**src/rtl/flit_inject_pkg.sv**
```systemverilog
// Shared flit format definitions for the injection port.
package flit_inject_pkg;

    localparam int unsigned FLIT_W    = 10;
    localparam int unsigned VALID_BIT = 9;
    localparam int unsigned DEST_MSB  = 8;
    localparam int unsigned DEST_LSB  = 6;
    localparam int unsigned DATA_MSB  = 5;
    localparam int unsigned DEST_W    = DEST_MSB - DEST_LSB + 1;
    localparam int unsigned DATA_W    = DATA_MSB + 1;

    localparam logic [DEST_W-1:0] EJECT_CODE0 = 3'b000;
    localparam logic [DEST_W-1:0] EJECT_CODE1 = 3'b001;

    typedef struct packed {
        logic              valid;
        logic [DEST_W-1:0] dest;
        logic [DATA_W-1:0] data;
    } flit_t;

    // Local-eject destinations must never be launched onto the network.
    function automatic logic is_eject(input logic [DEST_W-1:0] dest);
        return (dest == EJECT_CODE0) || (dest == EJECT_CODE1);
    endfunction

endpackage

```
**src/rtl/flit_fifo.sv**
```systemverilog
// Synchronous FIFO with registered entry count; head is read from storage.
module flit_fifo #(
    parameter int unsigned DEPTH = 4,
    parameter int unsigned W     = 10
) (
    input  logic                       clk,
    input  logic                       rst,
    input  logic                       push,
    input  logic [W-1:0]               din,
    input  logic                       pop,
    output logic [W-1:0]               head_c,
    output logic                       full_c,
    output logic                       empty_c,
    output logic [$clog2(DEPTH):0]     count
);

    localparam int unsigned PW = $clog2(DEPTH);
    localparam int unsigned CW = PW + 1;

    logic [W-1:0]  mem [DEPTH];
    logic [PW-1:0] wr_ptr;
    logic [PW-1:0] rd_ptr;
    logic          do_push;
    logic          do_pop;

    assign full_c  = (count == CW'(DEPTH));
    assign empty_c = (count == CW'(0));
    assign do_push = push && !full_c;
    assign do_pop  = pop && !empty_c;
    assign head_c  = mem[rd_ptr];

    // Storage write; contents are don't-care after reset.
    always_ff @(posedge clk) begin
        if (do_push) begin
            mem[wr_ptr] <= din;
        end
    end

    // Pointers wrap naturally since DEPTH is a power of two.
    always_ff @(posedge clk) begin
        if (rst) begin
            wr_ptr <= '0;
            rd_ptr <= '0;
            count  <= '0;
        end else begin
            if (do_push) begin
                wr_ptr <= wr_ptr + PW'(1);
            end
            if (do_pop) begin
                rd_ptr <= rd_ptr + PW'(1);
            end
            case ({do_push, do_pop})
                2'b10:   count <= count + CW'(1);
                2'b01:   count <= count - CW'(1);
                default: count <= count;
            endcase
        end
    end

endmodule

```
**src/rtl/flit_inject.sv**
```systemverilog
// Core-to-network injection port: queues core flits and fills idle link slots.
module flit_inject
    import flit_inject_pkg::*;
#(
    parameter int unsigned DEPTH      = 4,
    parameter int unsigned STARVE_LIM = 8
) (
    input  logic                       clk,
    input  logic                       rst,
    input  logic [FLIT_W-1:0]          from_net,
    output logic [FLIT_W-1:0]          to_net,
    input  logic                       inj_valid,
    output logic                       inj_ready,
    input  logic [DEST_W-1:0]          inj_dest,
    input  logic [DATA_W-1:0]          inj_data,
    output logic [$clog2(DEPTH):0]     occupancy,
    output logic                       starve,
    output logic                       drop_err
);

    localparam int unsigned BW = $clog2(STARVE_LIM + 1);

    flit_t         head_c;
    flit_t         push_flit_c;
    logic          full_c;
    logic          empty_c;
    logic          link_busy_c;
    logic          accept_c;
    logic          illegal_c;
    logic          fifo_push_c;
    logic          pop_c;
    logic [BW-1:0] blocked;
    logic [BW-1:0] blocked_next_c;

    assign link_busy_c = from_net[VALID_BIT];
    assign inj_ready   = !full_c;
    assign accept_c    = inj_valid && inj_ready;
    assign illegal_c   = is_eject(inj_dest);
    assign fifo_push_c = accept_c && !illegal_c;
    assign pop_c       = !link_busy_c && !empty_c;
    assign push_flit_c = '{valid: 1'b1, dest: inj_dest, data: inj_data};

    flit_fifo #(
        .DEPTH (DEPTH),
        .W     (FLIT_W)
    ) u_fifo (
        .clk     (clk),
        .rst     (rst),
        .push    (fifo_push_c),
        .din     (push_flit_c),
        .pop     (pop_c),
        .head_c  (head_c),
        .full_c  (full_c),
        .empty_c (empty_c),
        .count   (occupancy)
    );

    // Blocked-cycle counter next value: saturating while the head waits.
    always_comb begin
        blocked_next_c = '0;
        if (!empty_c && link_busy_c) begin
            if (blocked == BW'(STARVE_LIM)) begin
                blocked_next_c = blocked;
            end else begin
                blocked_next_c = blocked + BW'(1);
            end
        end
    end

    // Link slot mux: through-traffic has priority, else launch the head.
    always_ff @(posedge clk) begin
        if (rst) begin
            to_net <= '0;
        end else if (link_busy_c) begin
            to_net <= from_net;
        end else if (!empty_c) begin
            to_net <= head_c;
        end else begin
            to_net <= '0;
        end
    end

    // Starvation tracking and illegal-push reporting.
    always_ff @(posedge clk) begin
        if (rst) begin
            blocked  <= '0;
            starve   <= 1'b0;
            drop_err <= 1'b0;
        end else begin
            blocked  <= blocked_next_c;
            starve   <= (blocked_next_c == BW'(STARVE_LIM));
            drop_err <= accept_c && illegal_c;
        end
    end

endmodule

```
**config.mk**
```make
export PLATFORM = sky130hd
export DESIGN_NAME = flit_inject
export DESIGN_NICKNAME = d
export VERILOG_FILES = /design/src/rtl/flit_inject_pkg.sv /design/src/rtl/flit_fifo.sv /design/src/rtl/flit_inject.sv
export SDC_FILE = /design/constraint.sdc
export NUM_CORES = 1
export LEC_CHECK = 0
export BUFFER_PORTS_ARGS = -buffer_cell sky130_fd_sc_hd__buf_2
export CAP_MARGIN = 20
export CORE_MARGIN = 2
export CORE_UTILIZATION = 55
export DETAILED_ROUTE_END_ITERATION = 12
export PLACE_DENSITY_LB_ADDON = 0.08
export RECOVER_POWER = 25
export SYNTH_ARGS = -nofsm -noshare
export SYNTH_HDL_FRONTEND = slang
export SYNTH_SLANG_ARGS = --single-unit
```
**constraint.sdc**
```tcl
create_clock -name clk -period 2.47 [get_ports clk]
set_input_delay 0.247 -clock clk [delete_from_list [all_inputs] [get_ports clk]]
set_output_delay 0.247 -clock clk [all_outputs]
set_load 0.01 [all_outputs]
```
==> results.py, run 1 <==
metrics = {
    "finish": {
        "fin_nets": 226,
        "drive_above_1_share_pct": 31.34,
        "fin_area_um2": 2753,
        "multiInputGateArea_um2": 726.9,
        "layout_common_cells": "edfxtp_1, buf_2, dfxtp_1, nor2_1, clkbuf_1",
        "area_growth_pct": 16.53,
        "antenna_cells": 0,
        "layout_commonest_cell": "edfxtp_1",
        "seq_area_um2": 1582,
        "fillers": 307,
    },
    "yosys": {
        "synth-edff-count": 36,
        "synth_compound_area_share_pct": 6.621,
        "synthAdderAreaFrac_pct": 4.555,
        "synth_top_area_share_pct": 45.76,
        "post_synth_num_cell_types": 29,
        "synth_mux_area_share_pct": 9.428,
        "synth_nets": 179,
        "synth_area_leaders": "edfxtp_1, dfxtp_1, mux4_2",
        "syn_area_per_cell_um2": 15.85,
        "synth_xor_area_share_pct": 2.595,
        "yosysTopAreaCell": "edfxtp_1",
        "synth-simple-area-share_pct": 7.468,
        "synth_flop_cell": "edfxtp_1",
        "synth-seq-area-share_pct": 66.95,
        "netlist_area_um2": 2362,
        "synth_seq_cells": 61,
        "yosys_warnings": 0,
        "syn-instance-count": 149,
        "synth_top_family_by_area": "multiplexers",
        "async_flop_share_pct": 0,
    },
    "detailed_routing": {
        "wire_per_inst_um": 16.39,
        "drt_pass1_iterations": 4,
        "routed-via-count": 1345,
        "first_iter_violations": 41,
        "drtAntennaViolNets": 0,
        "viasPerCell": 5.359,
        "drt_wl_total_um": 4115,
        "drc_errors": 0,
    },
    "critical_path": {
        "ff2ff_setup_slack_ns": 0.07,
        "worstRegToRegCells": 9,
        "end_kind": "flop",
        "cp_slowest_cell": "or3b_4",
        "reg2reg_from": "u_fifo.count[1]$_SDFFE_PP0P_",
        "path_cells": "or3b_4, o211a_4, inv_1, ha_2, inv_1, fa_1, xor2_1, or3_2, a21oi_1",
        "critical_path.most_common_cell": "inv_1",
        "reg2reg_to": "u_fifo.count[2]$_SDFFE_PP0P_",
        "arrival_ns": 2.66,
        "cp-startpoint": "u_fifo.count[1]$_SDFFE_PP0P_",
        "path_max_fanout": 7,
        "cp-start-kind": "flop",
        "crit_path_end": "u_fifo.count[2]$_SDFFE_PP0P_",
        "cpPeakStageDelay_ns": 0.41,
        "required_ns": 2.73,
        "worstSetupPathType": "reg2reg",
    },
    "clock_network": {
        "cts.clk_slew.worst_paths_ns": 0.06,
        "cts.sinks": 61,
        "cts_tree": "built",
        "cts_buffers": 9,
        "cts_resized": 0,
        "htree_levels": 3,
        "holdBufCountCts": 0,
        "max-clock-path-buffers": 2,
        "cts_root_buf": "clkbuf_8",
        "clock_latency_ns": 0.33,
        "post_cts_buffers": 0,
    },
    "run": {
        "cap_violations": 0,
    },
    "global_routing": {
        "grtUsageTotal_pct": 19.51,
        "grt_pass1_wl_um": 6872,
        "grt_antenna_before_repair": 0,
        "grt_max_degree": 14,
        "overflow": 0,
        "grt_pass1_vias": 1466,
    },
    "sta": {
        "fmax_ghz": 0.4162,
        "relSlewSlack_pct": 49.76,
        "fin_crit_sh_pct": 97.28,
        "fin_worst_skew_ns": 0.003665,
        "fin_ws_ns": 0.06712,
        "setup_violations": 0,
        "slew_violations": 0,
        "tightestPinTransition_ns": 0.7508,
        "min_period_ns": 2.403,
        "finalHoldViolCount": 0,
    },
    "place": {
        "dp_hpwl_um": 2927,
        "place_ws_ns": 0.09787,
        "io_buffers": 37,
        "placed_cell_area_um2": 2606,
        "gp_congestion": 0.7652,
    },
    "power_and_ir_drop": {
        "static-leakage-power_nw": 1.019,
        "ir_worst_vdd_mv": 0.5986,
        "p_sw_share_pct": 28.52,
        "power_frac_clock_pct": 26.6,
        "pwr-share-seq_pct": 50.1,
        "pwr-share-comb_pct": 23.3,
        "p_int_mw": 1.873,
        "power_density_nw_per_um2": 952.0,
        "power.switching_mw": 0.7473,
    },
    "outcome": {
        "status": "finished clean",
    },
    "die": {
        "coreArea_um2": 4058,
        "die_h_um": 69.54,
        "start_util_pct": 58.22,
        "io_pins": 38,
        "placementRows": 23,
        "die_w_um": 69.54,
        "die_area_um2": 4835,
    },
    "worst_hold_path": {
        "hp-class": "in2reg",
    },
}
[power groups by stage]
stage	sequential (mW)	combinational, mW	clock [mW]
2_1_floorplan	1.31	0.448	0
3_3_place_gp	1.32	0.577	0
3_5_place_dp	1.34	0.613	0
4_1_cts	1.31	0.614	0.721
5_1_grt	1.33	0.674	0.773
6_report	1.31	0.611	0.697
[logic make-up (layout without fill, tap and decap cells)]
logic type,after synthesis,in the layout
buffers and inverters,13,65
multiplexers,11,11
AO/OA/AOI/OAI,17,17
AND/OR/NAND/NOR,32,32
flip-flops,61,61
adder cells (fa/ha/maj),8,8
XOR/XNOR,7,7
[synthesized netlist by cell type, types with 2 or more instances]
| master | n |
|---|---|
| a21oi_1 | 4 |
| a22o_1 | 9 |
| and2_1 | 2 |
| and2_2 | 2 |
| clkbuf_1 | 2 |
| dfxtp_1 | 25 |
| edfxtp_1 | 36 |
| ha_1 | 7 |
| inv_1 | 9 |
| mux2i_1 | 2 |
| mux4_2 | 9 |
| nand2_1 | 2 |
| nand3_1 | 2 |
| nor2_1 | 16 |
| nor3_2 | 2 |
| nor3b_1 | 2 |
| xnor2_1 | 4 |
| xor2_1 | 3 |
[flip-flops by register name, indices dropped and copies added (netlist names), named ones only]
signal,cells
u_fifo.wr_ptr,2
drop_err,1
u_fifo.count,3
u_fifo.rd_ptr,2
to_net,10
u_fifo.mem,36
starve,1
blocked,4
[routing by layer]
layer	GRT usage [%]	share of wire [%]	up-vias
met4	6.536	1.4	0
met3	9.012	6.4	8
li1	-	-	643
met2	33.12	54	41
met1	21.72	38	653
met5	0	0	-
[final cells by class]
cell class,instances,share of cell area (%)
Timing Repair Buffer,39,6.955
Clock buffer,13,5.045
Sequential cell,61,57.45
Inverter,10,1.364
Multi-Input combinational cell,75,26.41
Clock inverter,3,0.5000
Tap cell,50,2.273
[worst max-delay path: cells and delay by family (launching register included)]
family,cells,cell delay [ns]
xor+xnor,1,0.15
compound gates,2,0.33
flops,1,0.35
simple gates,2,0.81
buf+inv,2,0.12
fa+ha+maj,2,0.56
[metrics by stage]
stage	hold slack [ns]	util [%]	instances	setup TNS, ns	power, mW
after floorplan	0.3225	-	149	0	1.755
after global placement	0.4548	64.23	235	0	1.901
after detailed placement	0.4629	64.23	235	0	1.948
after CTS	0.1118	67.99	251	0	2.650
after global routing	0.1291	67.84	251	-0.006121	2.778
final	0.1339	67.84	251	0	2.621
[worst min-delay path by stage]
stage,startpoint,endpoint,slack (ns),cells past startpoint
3_3_place_gp,inj_dest[0],u_fifo.mem[0][6]$_DFFE_PP_,0.45,1
5_1_grt,from_net[0],to_net[0]$_SDFF_PP0_,0.13,2
6_report,from_net[5],to_net[5]$_SDFF_PP0_,0.13,2
4_1_cts,inj_data[1],u_fifo.mem[1][1]$_DFFE_PP_,0.11,1
2_1_floorplan,inj_dest[2],drop_err$_SDFF_PP0_,0.32,1
3_5_place_dp,inj_data[1],u_fifo.mem[0][1]$_DFFE_PP_,0.46,1
No activity file was read; power rests on OpenSTA's default activity.
==> inputs of run 2 (changes only) <==
CELL_PAD_IN_SITES_DETAIL_PLACEMENT = 1   (was unset)
CELL_PAD_IN_SITES_GLOBAL_PLACEMENT = 1   (was unset)
CORE_UTILIZATION = 46   (was 55)
==> run 2 against run 1 <==
- cell area grew 5.1%
- critical endpoint unchanged
- total power grew 15%
- sequential power is essentially flat
- routed wire length grew 13%
- via count grew 2.2%
- clock-buffer cell count shrank 2
==> results.py, run 2 (synthesis results as in run 1) <==
metrics = {
    "sta": {
        "fin_crit_sh_pct": 95.90,
        "tightestPinTransition_ns": 0.7652,
        "fin_worst_skew_ns": 0.005805,
        "fmax_ghz": 0.4222,
        "holdWs_ns": 0.1257,
        "relSlewSlack_pct": 48.80,
        "fin_setup_tns_ns": 0,
        "slew_violations": 0,
        "setup_violations": 0,
        "finalHoldViolCount": 0,
        "min_period_ns": 2.369,
        "rsz0062_at_grt": "false",
    },
    "clock_network": {
        "htree_levels": 3,
        "cts_buffers": 9,
        "cts_tree": "built",
        "cts.clk_slew.worst_paths_ns": 0.07,
        "cts_root_buf": "clkbuf_8",
        "max-clock-path-buffers": 2,
        "holdBufCountCts": 0,
        "cts.sinks": 61,
        "clock_latency_ns": 0.33,
    },
    "detailed_routing": {
        "routed-via-count": 1374,
        "drc_errors": 0,
        "drt_pass1_iterations": 4,
        "viasPerCell": 5.015,
        "drt_wl_total_um": 4644,
        "drtAntennaViolNets": 0,
        "wire_per_inst_um": 16.95,
        "first_iter_violations": 54,
    },
    "worst_hold_path": {
        "hp-class": "in2reg",
        "hold_start": "from_net[0]",
    },
    "place": {
        "dp_hpwl_um": 3184,
        "gp_congestion": 0.8018,
        "placedCellCount": 255,
        "io_buffers": 37,
    },
    "critical_path": {
        "required_ns": 2.74,
        "cp_slowest_cell": "or3_2",
        "critical_path.most_common_cell": "inv_1",
        "reg2reg_from": "u_fifo.count[1]$_SDFFE_PP0P_",
        "path_cells": "or3b_4, o211a_4, inv_1, ha_2, inv_1, fa_1, xor2_1, or3_2, a21oi_2",
        "arrival_ns": 2.63,
        "path_max_fanout": 6,
        "cp-startpoint": "u_fifo.count[1]$_SDFFE_PP0P_",
        "critPathTopFamily": "simple AND/OR/NAND/NOR gates",
        "worstPathBufferInverterCount": 2,
        "worstSetupPathType": "reg2reg",
        "cpPeakStageDelay_ns": 0.43,
        "end_kind": "flop",
        "cp-start-kind": "flop",
    },
    "die": {
        "die_w_um": 75.66,
        "coreArea_um2": 5042,
        "io_pins": 38,
        "die_h_um": 75.66,
        "start_util_pct": 46.85,
        "die_area_um2": 5724,
        "placementRows": 26,
    },
    "finish": {
        "fin_nets": 229,
        "fin_cells": 274,
        "layout_common_cells": "edfxtp_1, buf_2, dfxtp_1, nor2_1, clkbuf_8",
        "drive_above_1_share_pct": 35.29,
        "multiInputGateArea_um2": 730.7,
        "layout_commonest_cell": "edfxtp_1",
        "regMostFlops": "u_fifo.mem",
        "area_growth_pct": 22.51,
        "largest_register_ff_count": 36,
        "seq_area_um2": 1584,
        "antenna_cells": 0,
        "fillers": 502,
        "top_regs": "u_fifo.mem x36, to_net x10, blocked x4",
    },
    "global_routing": {
        "grt_max_degree": 14,
        "grt_pass1_vias": 1417,
        "grt_pass1_wl_um": 6982,
        "overflow": 0,
        "grt_antenna_before_repair": 0,
        "grtUsageTotal_pct": 18.12,
    },
    "power_and_ir_drop": {
        "static-leakage-power_nw": 1.077,
        "power_density_nw_per_um2": 1038,
        "ir_worst_vdd_mv": 0.6181,
    },
    "run": {
        "cap_violations": 0,
    },
    "outcome": {
        "status": "finished clean",
    },
}
run 2: cell count changes in the layout (fill, tap and decap cells not counted), sizes merged:
cell,change
clkbuf,-2
clkinv,-1
bufinv,+3
buf,+3
run 2: area by class of cell:
class | count | share of cell area, %
clock buffer | 11 | 4.885
inverter | 10 | 1.297
clock inverter | 5 | 3.415
tap | 70 | 3.026
multi-input combinational | 75 | 25.25
sequential | 61 | 54.73
timing repair buffer | 42 | 7.393
run 2: path summary, 6_finish.rpt:
| path | depth (start not counted) | slack (ns) | to |
|---|---|---|---|
| setup reg to reg | 9 | 0.10 | u_fifo.count[2]$_SDFFE_PP0P_ |
| hold reg to reg | 2 | 0.54 | u_fifo.rd_ptr[1]$_SDFFE_PP0P_ |
| setup / recovery | 9 | 0.10 | u_fifo.count[2]$_SDFFE_PP0P_ |
| hold / removal | 2 | 0.13 | to_net[0]$_SDFF_PP0_ |
run 2: worst reg2reg max path: stages (launching register included):
cell and delay, ns:
dfxtp_2 0.34, or3b_4 0.40, o211a_4 0.17, inv_1 0.06, ha_2 0.17, inv_1 0.05
fa_1 0.37, xor2_1 0.17, or3_2 0.43, a21oi_2 0.14
run 2: repair_timing:
item | in CTS | in global routing
endpoints found under the setup margin | 0 | 1
setup buffers | 0 | 3
resized for setup | 0 | 4
run 2: metal layers:
layer	global-route usage, %	vias to the layer above	part of all wire, %
met5	0	-	0
met4	8.772	0	1.7
met3	6.746	9	5.4
met2	29.47	32	51
met1	21.28	685	41
li1	-	648	-
run 2: per-stage QoR:
| stage | cell area (um2) | total power [mW] | util [%] | worst slack (ns) |
|---|---|---|---|---|
| CTS | 2872 | 3.025 | 56.95 | 0.07764 |
| global route | 2894 | 3.157 | 57.39 | 0.01433 |
| detailed placement | 2631 | 1.953 | 52.18 | 0.08936 |
| finish | 2894 | 3.004 | 57.39 | 0.1013 |
| global placement | 2631 | 1.911 | 52.18 | 0.1760 |
| floorplan | 2362 | 1.755 | - | 0.08948 |
run 2: power breakdown:
part / internal (mW) / switching [mW] / total [mW]
sequential: 1.21 / 0.107 / 1.32
clock: 0.693 / 0.371 / 1.06
combinational: 0.318 / 0.306 / 0.624
total: 2.22 / 0.784 / 3.00
